### config.mk
export PLATFORM = sky130hd
export DESIGN_NAME = alu_controller
export DESIGN_NICKNAME = d
export VERILOG_FILES = /design/src/rtl/alu_controller.sv
export SDC_FILE = /design/constraint.sdc
export NUM_CORES = 1
export LEC_CHECK = 0
export ABC_AREA = 1
export BUFFER_PORTS_ARGS = -buffer_cell sky130_fd_sc_hd__buf_2
export CORE_ASPECT_RATIO = 1.5
export CORE_UTILIZATION = 56
export DETAILED_ROUTE_END_ITERATION = 8
export PLACE_DENSITY_LB_ADDON = 0.2
export SYNTH_ARGS = -nofsm -noshare
export SYNTH_HDL_FRONTEND = slang
export SYNTH_SLANG_ARGS = --single-unit
### constraint.sdc
create_clock -name clk -period 1.7 [get_ports clk]
set_input_delay 0.17 -clock clk [delete_from_list [all_inputs] [get_ports clk]]
set_output_delay 0.17 -clock clk [all_outputs]
set_load 0.01 [all_outputs]
### src/rtl/alu_controller.sv
// alu_controller: sequential front end for a combinational signed ALU.
// Accepts 8-bit instruction words over a valid/ready handshake, keeps a
// 4-entry register file, drives the ALU operands and mode for one EXEC
// cycle, then writes the ALU result back and updates the status flags.
// A MOVI instruction uses the next accepted word as a verbatim immediate.
//
// Ports:
//   clk, rst_n              clock, asynchronous active-low reset
//   instr_valid/ready/data  instruction handshake (data is 8 bits)
//   alu_first, alu_second   registered ALU operands A and B
//   alu_mul, alu_sub        registered ALU mode, high only during EXEC
//   alu_result              combinational ALU result
//   wb_valid/addr/data      one-cycle write-back report
//   flag_z, flag_n, flag_v  status of the last written value
//   dbg_sel, dbg_data       combinational register-file read port
module alu_controller #(
    parameter int unsigned WIDTH = 8
) (
    input  logic             clk,
    input  logic             rst_n,
    input  logic             instr_valid,
    output logic             instr_ready,
    input  logic [7:0]       instr_data,
    output logic [WIDTH-1:0] alu_first,
    output logic [WIDTH-1:0] alu_second,
    output logic             alu_mul,
    output logic             alu_sub,
    input  logic [WIDTH-1:0] alu_result,
    output logic             wb_valid,
    output logic [1:0]       wb_addr,
    output logic [WIDTH-1:0] wb_data,
    output logic             flag_z,
    output logic             flag_n,
    output logic             flag_v,
    input  logic [1:0]       dbg_sel,
    output logic [WIDTH-1:0] dbg_data
);

    typedef enum logic [1:0] {StIdle, StExec, StImm} state_e;

    localparam logic [1:0] OpAdd  = 2'b00;
    localparam logic [1:0] OpSub  = 2'b01;
    localparam logic [1:0] OpMul  = 2'b10;
    localparam logic [1:0] OpMovi = 2'b11;

    state_e           state_q, state_d;
    logic [WIDTH-1:0] rf_q [4];
    logic [WIDTH-1:0] rf_d [4];
    logic [WIDTH-1:0] alu_first_q, alu_first_d;
    logic [WIDTH-1:0] alu_second_q, alu_second_d;
    logic             alu_mul_q, alu_mul_d;
    logic             alu_sub_q, alu_sub_d;
    logic [1:0]       rd_q, rd_d;
    logic             wb_valid_q, wb_valid_d;
    logic [1:0]       wb_addr_q, wb_addr_d;
    logic [WIDTH-1:0] wb_data_q, wb_data_d;
    logic             flag_z_q, flag_z_d;
    logic             flag_n_q, flag_n_d;
    logic             flag_v_q, flag_v_d;

    logic       accept;
    logic [1:0] opcode;
    logic       a_sign, b_sign, r_sign;

    assign instr_ready = (state_q != StExec);
    assign accept      = instr_valid && instr_ready;
    assign opcode      = instr_data[7:6];

    // Operand signs come from the registered operands, which still hold the
    // values the ALU is working on during EXEC.
    assign a_sign = alu_first_q[WIDTH-1];
    assign b_sign = alu_second_q[WIDTH-1];
    assign r_sign = alu_result[WIDTH-1];

    always_comb begin
        state_d      = state_q;
        rf_d         = rf_q;
        alu_first_d  = alu_first_q;
        alu_second_d = alu_second_q;
        alu_mul_d    = alu_mul_q;
        alu_sub_d    = alu_sub_q;
        rd_d         = rd_q;
        wb_valid_d   = 1'b0;
        wb_addr_d    = wb_addr_q;
        wb_data_d    = wb_data_q;
        flag_z_d     = flag_z_q;
        flag_n_d     = flag_n_q;
        flag_v_d     = flag_v_q;

        case (state_q)
            StIdle: begin
                if (accept) begin
                    rd_d = instr_data[5:4];
                    if (opcode == OpMovi) begin
                        state_d = StImm;
                    end else begin
                        alu_first_d  = rf_q[instr_data[3:2]];
                        alu_second_d = rf_q[instr_data[1:0]];
                        alu_mul_d    = (opcode == OpMul);
                        alu_sub_d    = (opcode == OpSub);
                        state_d      = StExec;
                    end
                end
            end
            StExec: begin
                rf_d[rd_q] = alu_result;
                wb_valid_d = 1'b1;
                wb_addr_d  = rd_q;
                wb_data_d  = alu_result;
                flag_z_d   = (alu_result == '0);
                flag_n_d   = r_sign;
                if (alu_mul_q) begin
                    flag_v_d = 1'b0;
                end else if (alu_sub_q) begin
                    flag_v_d = (a_sign != b_sign) && (r_sign != a_sign);
                end else begin
                    flag_v_d = (a_sign == b_sign) && (r_sign != a_sign);
                end
                alu_mul_d = 1'b0;
                alu_sub_d = 1'b0;
                state_d   = StIdle;
            end
            StImm: begin
                // The immediate word is stored verbatim, never decoded.
                if (accept) begin
                    rf_d[rd_q] = WIDTH'(instr_data);
                    wb_valid_d = 1'b1;
                    wb_addr_d  = rd_q;
                    wb_data_d  = WIDTH'(instr_data);
                    flag_z_d   = (WIDTH'(instr_data) == '0);
                    flag_n_d   = instr_data[7];
                    flag_v_d   = 1'b0;
                    state_d    = StIdle;
                end
            end
            default: state_d = StIdle;
        endcase
    end

    always_ff @(posedge clk or negedge rst_n) begin
        if (!rst_n) begin
            state_q      <= StIdle;
            for (int i = 0; i < 4; i++) rf_q[i] <= '0;
            alu_first_q  <= '0;
            alu_second_q <= '0;
            alu_mul_q    <= 1'b0;
            alu_sub_q    <= 1'b0;
            rd_q         <= '0;
            wb_valid_q   <= 1'b0;
            wb_addr_q    <= '0;
            wb_data_q    <= '0;
            flag_z_q     <= 1'b0;
            flag_n_q     <= 1'b0;
            flag_v_q     <= 1'b0;
        end else begin
            state_q      <= state_d;
            for (int i = 0; i < 4; i++) rf_q[i] <= rf_d[i];
            alu_first_q  <= alu_first_d;
            alu_second_q <= alu_second_d;
            alu_mul_q    <= alu_mul_d;
            alu_sub_q    <= alu_sub_d;
            rd_q         <= rd_d;
            wb_valid_q   <= wb_valid_d;
            wb_addr_q    <= wb_addr_d;
            wb_data_q    <= wb_data_d;
            flag_z_q     <= flag_z_d;
            flag_n_q     <= flag_n_d;
            flag_v_q     <= flag_v_d;
        end
    end

    assign alu_first  = alu_first_q;
    assign alu_second = alu_second_q;
    assign alu_mul    = alu_mul_q;
    assign alu_sub    = alu_sub_q;
    assign wb_valid   = wb_valid_q;
    assign wb_addr    = wb_addr_q;
    assign wb_data    = wb_data_q;
    assign flag_z     = flag_z_q;
    assign flag_n     = flag_n_q;
    assign flag_v     = flag_v_q;
    assign dbg_data   = rf_q[dbg_sel];

endmodule

==> impl_metrics.ini <==
[synth]
ys_top_cells_by_area = dfrtp_1 46%, nand2_1 21%, o21ai_0 6.1%
synth_top_family_by_area = simple AND/OR/NAND/NOR gates
synth-xor-area-share_pct = 0.241
netlist_area_um2 = 3640
yosys.area_share.simple_pct = 25.5
synthesis.nets = 515
synth-adder-area-share_pct = 1.38
ys.warnings.count = 0
synth_top_cell_by_area = dfrtp_1
synthMuxAreaShare_pct = 0
ys_seq_elements = 67
ys_seq_area_share_pct = 46.1
synth_compound_area_share_pct = 18.8
syn_avg_cell_area_um2 = 7.42
yosysTopAreaCellShare_pct = 46.1
synthCells = 490
ys_types = 25

[sta]
maxClockFrequency_mhz = 613
fin_tns_setup_ns = 0
hold_viol = 0
post-route-period-util_pct = 96.0
rsz0062_at_grt = true
clock_skew_ns = 0.00579
period_needed_ns = 1.63
setup_viol = 0
slew_viol_final = 0
worstMarginPinSlew_ns = 0.632
maxSlewHeadroom_pct = 57.8

[min_path]
hold_path.class = input pin to flip-flop
hold_depth = 3

[cells_and_area]
final_nets = 583
area_growth_syn_to_layout_pct = 19.1
drive_gt1_share_pct = 20.4
final-instance-count-excl-fill = 637
diodes = 0
final_area_um2 = 4330

[global_routing]
grt_first_pass_wirelength_um = 15100
antenna_found_initial = 0
grt_max_degree = 35
grt_pass1_vias = 3191
track_usage_pct = 29.8
grt-ovfl-total = 0

[setup_path]
r2r_cells = 9
crit_required_ns = 1.92
critPathKind = flip-flop to flip-flop
critPathMaxFanout = 8
arrival_ns = 1.85
start_kind = flip-flop
endpoint_kind = flip-flop

[power]
p_per_area_nw_per_um2 = 1760
p_leak_nw = 2.28
ir_drop_uv = 989
finalPower_mw = 7.63

[routing]
wl_per_cell_um = 15.2
dr.pass1.iters = 8
ant_nets = 0
vias_per_cell = 5.56
wl_um = 9670
first_iter_violations = 292
routed-via-count = 3541
drc_errors = 0

[run]
cap_viol_max_count = 0

[floorplan]
io_pins = 62
die_area_um2 = 6830
die_h_um = 101
core_um2 = 6220
start_util_pct = 58.5
row_count = 35
die_w_um = 67.8

[placement]
dp.cells = 612
io_buffers = 61
dp_hpwl_um = 6450
place_area_um2 = 3990
place_congestion = 0.867

[clock_network]
clk_path_buf_depth = 2
cts_tree = done
cts.sinks = 67
cts-buffers-inserted = 9
htree_levels = 3
clkTransAtPathRegs_ns = 0.07
insertion_delay_ns = 0.34
cts_root_buffer = clkbuf_8

[status]
status = complete, no violations
-- registers in the layout (all words and copies together) (netlist names) --
register and count:
alu_first 8, alu_mul 1, alu_second 8, alu_sub 1
flag_v 1, flag_z 1, rd_q 2, rf_q 32
state_q 2, wb_addr 2, wb_data 8, wb_valid 1
-- cell usage after synthesis (all sizes together) --
library cell,instances
or2,1
inv,37
o21a,1
nand3,5
o211ai,16
dfrtp,67
nor2,14
clkbuf,3
xnor2,1
o21ai,69
nor3,3
buf,22
a21oi,42
ha,4
nand2,205
-- metrics by stage --
stage	utilization (%)	setup slack [ns]	hold WS, ns
after global placement	64.1	0.110	0.201
final	69.7	0.0682	0.103
after global routing	69.7	-0.0225	0.0957
after detailed placement	64.1	0.0353	0.212
after CTS	67.5	0.00873	0.104
after floorplan	-	0.270	-0.126
-- final cells by class --
| cell class | instances | area (µm²) |
|---|---|---|
| repair buffers | 79 | 472 |
| clock buffers | 10 | 138 |
| inverters | 37 | 139 |
| clock inverters | 6 | 63.8 |
| fillers | 518 | 1890 |
| multi-input cells | 364 | 1750 |
| flip-flops and latches | 67 | 1680 |
| well taps | 74 | 92.6 |
-- worst paths after layout --
path / startpoint / to / slack [ns]
worst max register to register: state_q[1] / rf_q[21] / 0.07
min in group asynchronous: rst_n / rf_q[17] / 0.36
worst max-delay path: state_q[1] / rf_q[21] / 0.07
worst min register to register: alu_first[4] / alu_first[4] / 0.47
max in group asynchronous: rst_n / rd_q[0] / 0.74
worst min-delay path: instr_data[5] / rd_q[1] / 0.10
-- what timing repair did --
item,in CTS,in global routing
gates resized for setup,0,13
hold buffers,1,0
endpoints found under the setup margin,0,44
hold endpoints to repair,21,0
buffers inserted,0,5
-- placed cells by master (no fill, tap or decap), types with 4 or more instances in the layout --
cell type  instances
o211ai_1          16
buf_4             14
nand3_1            4
nand2_1          201
inv_2              6
a21oi_1           42
nor2_4             5
nor2_1             9
buf_2             61
inv_1             31
clkbuf_8          10
dfrtp_1           67
o21ai_1           26
o21ai_0           43
-- worst max-delay path: stages (launching register included) --
cell and delay (ns):
dfrtp_1 0.40, inv_2 0.07, ha_1 0.21, inv_2 0.09, nand2_2 0.08, nand2_4 0.11
nand2_8 0.07, buf_6 0.14, nor2_4 0.23, o21ai_1 0.11
-- cells by family (layout without fill, tap and decap cells) --
| family | Yosys count | count (layout) |
|---|---|---|
| buf+inv | 62 | 132 |
| fa+ha+maj | 4 | 4 |
| compound gates | 128 | 128 |
| simple gates | 228 | 231 |
| flops | 67 | 67 |
| xor+xnor | 1 | 1 |
-- power breakdown --
| part | total, mW | switching [mW] | internal, mW |
|---|---|---|---|
| registers | 2.80 | 0.482 | 2.32 |
| logic | 3.47 | 2.21 | 1.27 |
| clock network | 1.35 | 0.634 | 0.717 |
-- layer usage --
metal,GRT usage (%),vias to the layer above,routed length [µm]
met5,0,-,0
met1,35.9,1611,3770
met3,4.64,32,652
li1,-,1722,-
met4,13.9,0,403
met2,50.6,176,4840
Note: power is estimated with default switching activity, not from simulation.
